==> src/rtl/writeback_retire.sv <==
// Multi-lane writeback/retire stage: registered register-file writes,
// retired-instruction counter and an in-order retire trace FIFO.
module writeback_retire #(
  parameter int LANES       = 2,
  parameter int ADDR_WIDTH  = 30,
  parameter int INSN_WIDTH  = 32,
  parameter int XLEN        = 32,
  parameter int REG_AW      = 5,
  parameter int TRACE_DEPTH = 8,
  parameter int CNT_WIDTH   = 64
) (
  input  logic                        clk,
  input  logic                        rst,
  input  logic [LANES-1:0]            in_valid,
  input  logic [LANES*ADDR_WIDTH-1:0] in_addr,
  input  logic [LANES*INSN_WIDTH-1:0] in_insn,
  input  logic [LANES*REG_AW-1:0]     in_rd,
  input  logic [LANES-1:0]            in_rd_we,
  input  logic [LANES*XLEN-1:0]       in_result,
  output logic                        in_ready,
  output logic [LANES-1:0]            rf_we,
  output logic [LANES*REG_AW-1:0]     rf_waddr,
  output logic [LANES*XLEN-1:0]       rf_wdata,
  output logic                        trace_valid,
  input  logic                        trace_ready,
  output logic [ADDR_WIDTH-1:0]       trace_addr,
  output logic [INSN_WIDTH-1:0]       trace_insn,
  output logic [CNT_WIDTH-1:0]        retire_count
);

  localparam int PW = (TRACE_DEPTH > 1) ? $clog2(TRACE_DEPTH) : 1;
  localparam int CW = PW + 1;
  localparam int NW = $clog2(LANES + 1);
  localparam int EW = ADDR_WIDTH + INSN_WIDTH;
  localparam logic [CW-1:0] DEPTH_C = CW'(TRACE_DEPTH);
  localparam logic [CW-1:0] LANES_C = CW'(LANES);

  logic [EW-1:0]    mem [TRACE_DEPTH];
  logic [PW-1:0]    wr_ptr, rd_ptr;
  logic [CW-1:0]    count;
  logic [PW-1:0]    slot [LANES];
  logic [PW-1:0]    off;
  logic [LANES-1:0] we_raw, we_fin;
  logic [NW-1:0]    n_valid;
  logic             fire, pop;
  logic [EW-1:0]    head;

  assign in_ready    = rst & ((DEPTH_C - count) >= LANES_C);
  assign fire        = in_ready & (|in_valid);
  assign trace_valid = (count != '0);
  assign pop         = trace_valid & trace_ready;
  assign head        = mem[rd_ptr];
  assign trace_addr  = head[EW-1:INSN_WIDTH];
  assign trace_insn  = head[INSN_WIDTH-1:0];

  // Per-lane write enables with youngest-lane-wins collision filtering,
  // valid popcount, and FIFO slot for each valid lane in lane order.
  always_comb begin
    we_raw  = '0;
    we_fin  = '0;
    n_valid = '0;
    off     = '0;
    for (int unsigned i = 0; i < LANES; i++) begin
      we_raw[i] = in_valid[i] & in_rd_we[i] & (in_rd[i*REG_AW +: REG_AW] != '0);
    end
    for (int unsigned i = 0; i < LANES; i++) begin
      we_fin[i] = we_raw[i];
      for (int unsigned j = i + 1; j < LANES; j++) begin
        if (we_raw[j] && (in_rd[j*REG_AW +: REG_AW] == in_rd[i*REG_AW +: REG_AW]))
          we_fin[i] = 1'b0;
      end
    end
    for (int unsigned i = 0; i < LANES; i++) begin
      slot[i] = wr_ptr + off;
      if (in_valid[i]) begin
        off     = off + 1'b1;
        n_valid = n_valid + 1'b1;
      end
    end
  end

  // Register-file write port, one cycle after acceptance.
  always_ff @(posedge clk) begin
    if (!rst) begin
      rf_we    <= '0;
      rf_waddr <= '0;
      rf_wdata <= '0;
    end else begin
      rf_we <= fire ? we_fin : '0;
      if (fire) begin
        rf_waddr <= in_rd;
        rf_wdata <= in_result;
      end
    end
  end

  // Retired-instruction counter, wraps at its natural width.
  always_ff @(posedge clk) begin
    if (!rst)
      retire_count <= '0;
    else if (fire)
      retire_count <= retire_count + CNT_WIDTH'(n_valid);
  end

  // Trace FIFO pointers and occupancy; push and pop may coincide.
  always_ff @(posedge clk) begin
    if (!rst) begin
      wr_ptr <= '0;
      rd_ptr <= '0;
      count  <= '0;
    end else begin
      if (fire)
        wr_ptr <= wr_ptr + PW'(n_valid);
      if (pop)
        rd_ptr <= rd_ptr + 1'b1;
      count <= count + (fire ? CW'(n_valid) : '0) - CW'(pop);
    end
  end

  // Trace FIFO storage; valid lanes land in consecutive slots in lane order.
  always_ff @(posedge clk) begin
    if (fire) begin
      for (int unsigned i = 0; i < LANES; i++) begin
        if (in_valid[i])
          mem[slot[i]] <= {in_addr[i*ADDR_WIDTH +: ADDR_WIDTH], in_insn[i*INSN_WIDTH +: INSN_WIDTH]};
      end
    end
  end

endmodule
==> config.mk <==
export PLATFORM = sky130hd
export DESIGN_NAME = writeback_retire
export DESIGN_NICKNAME = d
export VERILOG_FILES = /design/src/rtl/writeback_retire.sv
export SDC_FILE = /design/constraint.sdc
export NUM_CORES = 1
export LEC_CHECK = 0
export CAP_MARGIN = 15
export CORE_MARGIN = 10
export CORE_UTILIZATION = 56
export CTS_CLUSTER_SIZE = 25
export DETAILED_ROUTE_END_ITERATION = 7
export GPL_ROUTABILITY_DRIVEN = 1
export PLACE_DENSITY = 0.93
export SYNTH_ARGS = -nofsm -noshare
export SYNTH_HDL_FRONTEND = slang
export SYNTH_SLANG_ARGS = --single-unit
==> constraint.sdc <==
create_clock -name clk -period 10.1 [get_ports clk]
set_clock_uncertainty 0.1 [all_clocks]
set_input_delay 1.01 -clock clk [delete_from_list [all_inputs] [get_ports clk]]
set_output_delay 1.01 -clock clk [all_outputs]
set_load 0.05 [all_outputs]
* Word-level counts from Yosys, hierarchy flattened *
Memory sizes are Yosys's and may differ from the RTL's. A register that Yosys moved wholly into a read port is not among the register bits.
Cells that the tools add are included.

storage, ports and cells
  register bits after elaboration = 150
  bits in writable memories = 496
  memories = 1

memories
  name  words  bits a word  rd ports  clocked after Yosys merged registers in  wr ports  RTL line  source
  mem   8      62           1         1                                        2         38        logic [EW-1:0] mem [TRACE_DEPTH];

cells by class
  add/subtract/negate cells = 8
  $lt $le $gt $ge = 1
  equality and inequality tests = 1
  muxes and demuxes = 12
  bitwise logic cells = 9
  reduce and logical (&&, ||, !) cells = 7

operators by type and width
  operator               number
  $add A64 B2 Y64        1
  $reduce_bool A5 Y1     2
  $mux W1                8
  $and A1 B1 Y1          7
  $mux W3                2
  $eq A5 B5 Y1           1
  $add A4 B2 Y4          1
  $ge A4 B2 Y1 const B   1
  $mux W2                2
  $reduce_bool A4 Y1     1
  $sub A4 B1 Y4          1
  $sub A4 B4 Y4 const A  1
  $add A3 B1 Y3 const B  1
  $add A3 B2 Y3          1
  $add A3 B3 Y3          1
  $reduce_or A3 Y1       1
  $add A2 B1 Y2 const B  1
  $not A1 Y1             2
  $reduce_and A2 Y1      1
  $reduce_or A2 Y1       1
  $logic_and A1 B1 Y1    1

* Depth between registers and ports, before layout *
  word-level depth = 7
  mapped depth = 14

* Worst setup path before layout *
Ideal clock, no wire load.

  path kind = input port to flip-flop
  start point = input port in_valid[0]
  end point = memory mem[4][0] (netlist bit), enable pin
  arrival = 8.568 ns
  required time = 9.348 ns
  path slack = 0.780 ns
  stages = 8
  path buffers = 3
  cells stage by stage = inv_1 ha_1 nand2b_1 a21o_1 clkbuf_1 clkbuf_1 clkbuf_1 o41ai_1

RTL lines
  what                RTL line  source
  start: declaration  14        input logic [LANES-1:0] in_valid,
  end: declaration    38

==> results.tsv <==
metric	value	unit
p_total	9.09	mW
routed_via_density	6.40	
worst_path_max_delay_cell	dfxtp_4	
synthesis.area	31400	um^2
path_delay_family	buffers and inverters	
post_synth.cell_area_avg	14.7	um^2
routabilityCongestion	0.867	
port_buffers	408	
endpoint_kind	primary output	
final.setup.tns	0	ns
grt_remaining_overflow	0	
cts-hold-fix-buffers	0	
root_buffer	clkbuf_16	
wire_length_of_the_first_global_routing_pass	138000	um
synth_nets	2365	
initialDrtViolationCount	2086	
layout.cells.most_common	mux2_2	
place.detailed.hpwl	55500	um
post_cts.repair.setup_buffers	0	
groute.usage.overall	0.271	
layout-drive-gt1-share	0.329	
power_per_cell_area	236	nW/um^2
mostFrequentLayoutCells	mux2_2 (558), edfxtp_1 (496), clkdlybuf4s50_1 (407)	
dr_total_vias	21100	
path_max_fanout	48	
worstPathCellList	buf_4 -> mux4_2 -> mux2_2 -> clkdlybuf4s50_1	
timing.slew.headroom	0.212	
start_util	0.568	
clock.fmax	189	MHz
fp-row-count	86	
firstDrtPassIters	5	
clock_buffer_count_from_cts	69	
hold_path.class	register to register	
fin_nets	2721	
drtAntennaViolNets	0	
number_of_synthesized_flops_with_an_enable_pin	496	
clkLatencyLatePin	0.60	ns
compound_cell_area_share_of_the_yosys_netlist	0.0205	
synth_cell_type_count	52	
grt_max_degree	96	
cts.clk_slew.worst_paths	0.06	ns
max_stage_delay	0.92	ns
setup-violations-final	0	
final.setup.worst_slack	4.82	ns
dieArea	66000	um^2
main_combinational_cell_family_by_area_after_synthesis	multiplexers	
synth_xor_area_frac	0.00446	
critPathRequiredTime	8.99	ns
crit_type	register to primary output	
final-hold-violation-count	0	
fp.dieW	257	um
layout-area-overhead-vs-synth	22.4	%
ir_drop	0.000191	V
ctsLongestPathBuffers	3	
yosys.area_share.adder	0.00828	
start_kind	register	
postRouteWirelength	91900	um
static_leakage	12.7	nW
synthArstFlopShare	0	
post_drt_wl_per_cell	27.8	um
synthCells	2141	
number_of_antenna_violations_at_the_first_check_in_global_routing	6	
synthFlopType	edfxtp_1	
ys_seq_elements	649	
hold_ws	0.356	ns
tightestPinTransition	1.18	ns
post_synthesis_share_of_cell_area_spent_on_and_or_nand_and_nor_gates	0.0770	
grt_setup_unrepaired	false	
ys_seq_area_frac	0.571	
crit_path_buffers_inverters	2	
io_pins	409	
ctsHtreeMaxLevel	3	
number_of_warnings_printed_during_yosys_synthesis	0	
utilization	0.696	
min_period_over_period	0.523	
cts_resized	0	
cts_tree	yes	
multiplexer_area_fraction_after_synthesis	0.296	
final_max_slew_viol_count	0	
post-route-drc-count	0	
die_height	257	um
pre_cts_ws	4.56	ns
numClockSinks	649	
finalCriticalPeriod	5.28	ns
number_of_global_route_vias_before_repair	22100	
cap_violations	0	
outcome	finished clean	
fp.coreArea	55300	um^2
cp_data_arrival_time	4.17	ns
cell usage after synthesis, drive strengths merged, types with 5 or more instances:
library cell  number  area share
or4               37      0.0091
nand2            207       0.025
nor4              27      0.0056
or3                5      0.0010
nand3             96       0.015
nand4             31      0.0066
mux4             124       0.089
mux2             558        0.20
o31ai             31      0.0074
and4               6      0.0017
dfxtp            153       0.097
ha                16      0.0064
nand2b            25      0.0050
nor3               9      0.0021
nor2              25      0.0030
clkbuf            90       0.011
mux2i             24      0.0076
edfxtp           496        0.47
xnor2             10      0.0028
a21oi             37      0.0059
xor2               6      0.0017
inv               25      0.0030
buf               57      0.0084
final timing paths:
path / start / end / slack, ns / cells past startpoint
setup / recovery: register / trace_addr[20] / 4.82 / 4
hold / removal: rf_wdata[24] / rf_wdata[24] / 0.36 / 2
setup reg to reg: count[0] / mem[0][15] / 5.85 / 9
hold reg to reg: rf_wdata[24] / rf_wdata[24] / 0.36 / 2
metal layers:
metal	part of all wire	track usage	vias up	wire, um
li1	-	-	9078	-
met1	0.36	0.319	10700	33000
met2	0.51	0.462	1180	46900
met3	0.10	0.0831	175	9420
met4	0.027	0.0960	10	2490
met5	0.00075	0	-	69
state kept, by name (all words and copies together), names as in the netlist, named ones only:
name,flops
rd_ptr,3
retire_count,64
wr_ptr,3
mem,496
count,4
rf_we,2
rf_wdata,64
rf_waddr,10
kinds of logic (layout without fill, tap and decap cells):
family,Yosys count,after routing
fa+ha+maj,19,19
simple gates,482,482
compound gates,97,97
xor+xnor,16,16
mux,706,706
buf+inv,172,584
flops,649,649
other cells,0,1
worst register-to-register path: cells and delay by family, from the launching register on:
kind	cells	cell delay (ns)
flip-flops	1	0.36
AO/OA/AOI/OAI	2	0.79
buffers and inverters	3	1.06
AND/OR/NAND/NOR	2	1.15
XOR/XNOR	1	0.14
adder cells (fa/ha/maj)	1	0.23
metrics by stage:
stage / std cells / instance area, um^2
floorplan: 2141 / 31400
global placement: 3171 / 36200
detailed placement: 3171 / 36200
CTS: 3298 / 38400
global route: 3302 / 38500
finish: 3302 / 38500
power breakdown:
part           leakage [nW]  switching (mW)  internal (mW)  total (mW)
clock                  1.12            1.08           1.48        2.56
sequential             5.74           0.202           3.22        3.42
combinational          5.87            1.90           1.22        3.11
final cells by class:
cell class | instances | area [um^2]
timing repair buffer | 432 | 4270
fill | 3419 | 16800
clock buffer | 89 | 1960
antenna | 1 | 2.50
inverter | 25 | 93.8
clock inverter | 38 | 309
sequential | 649 | 18000
multi-input combinational | 1320 | 12900
tap | 748 | 936
(Power assumes the default switching activity.)
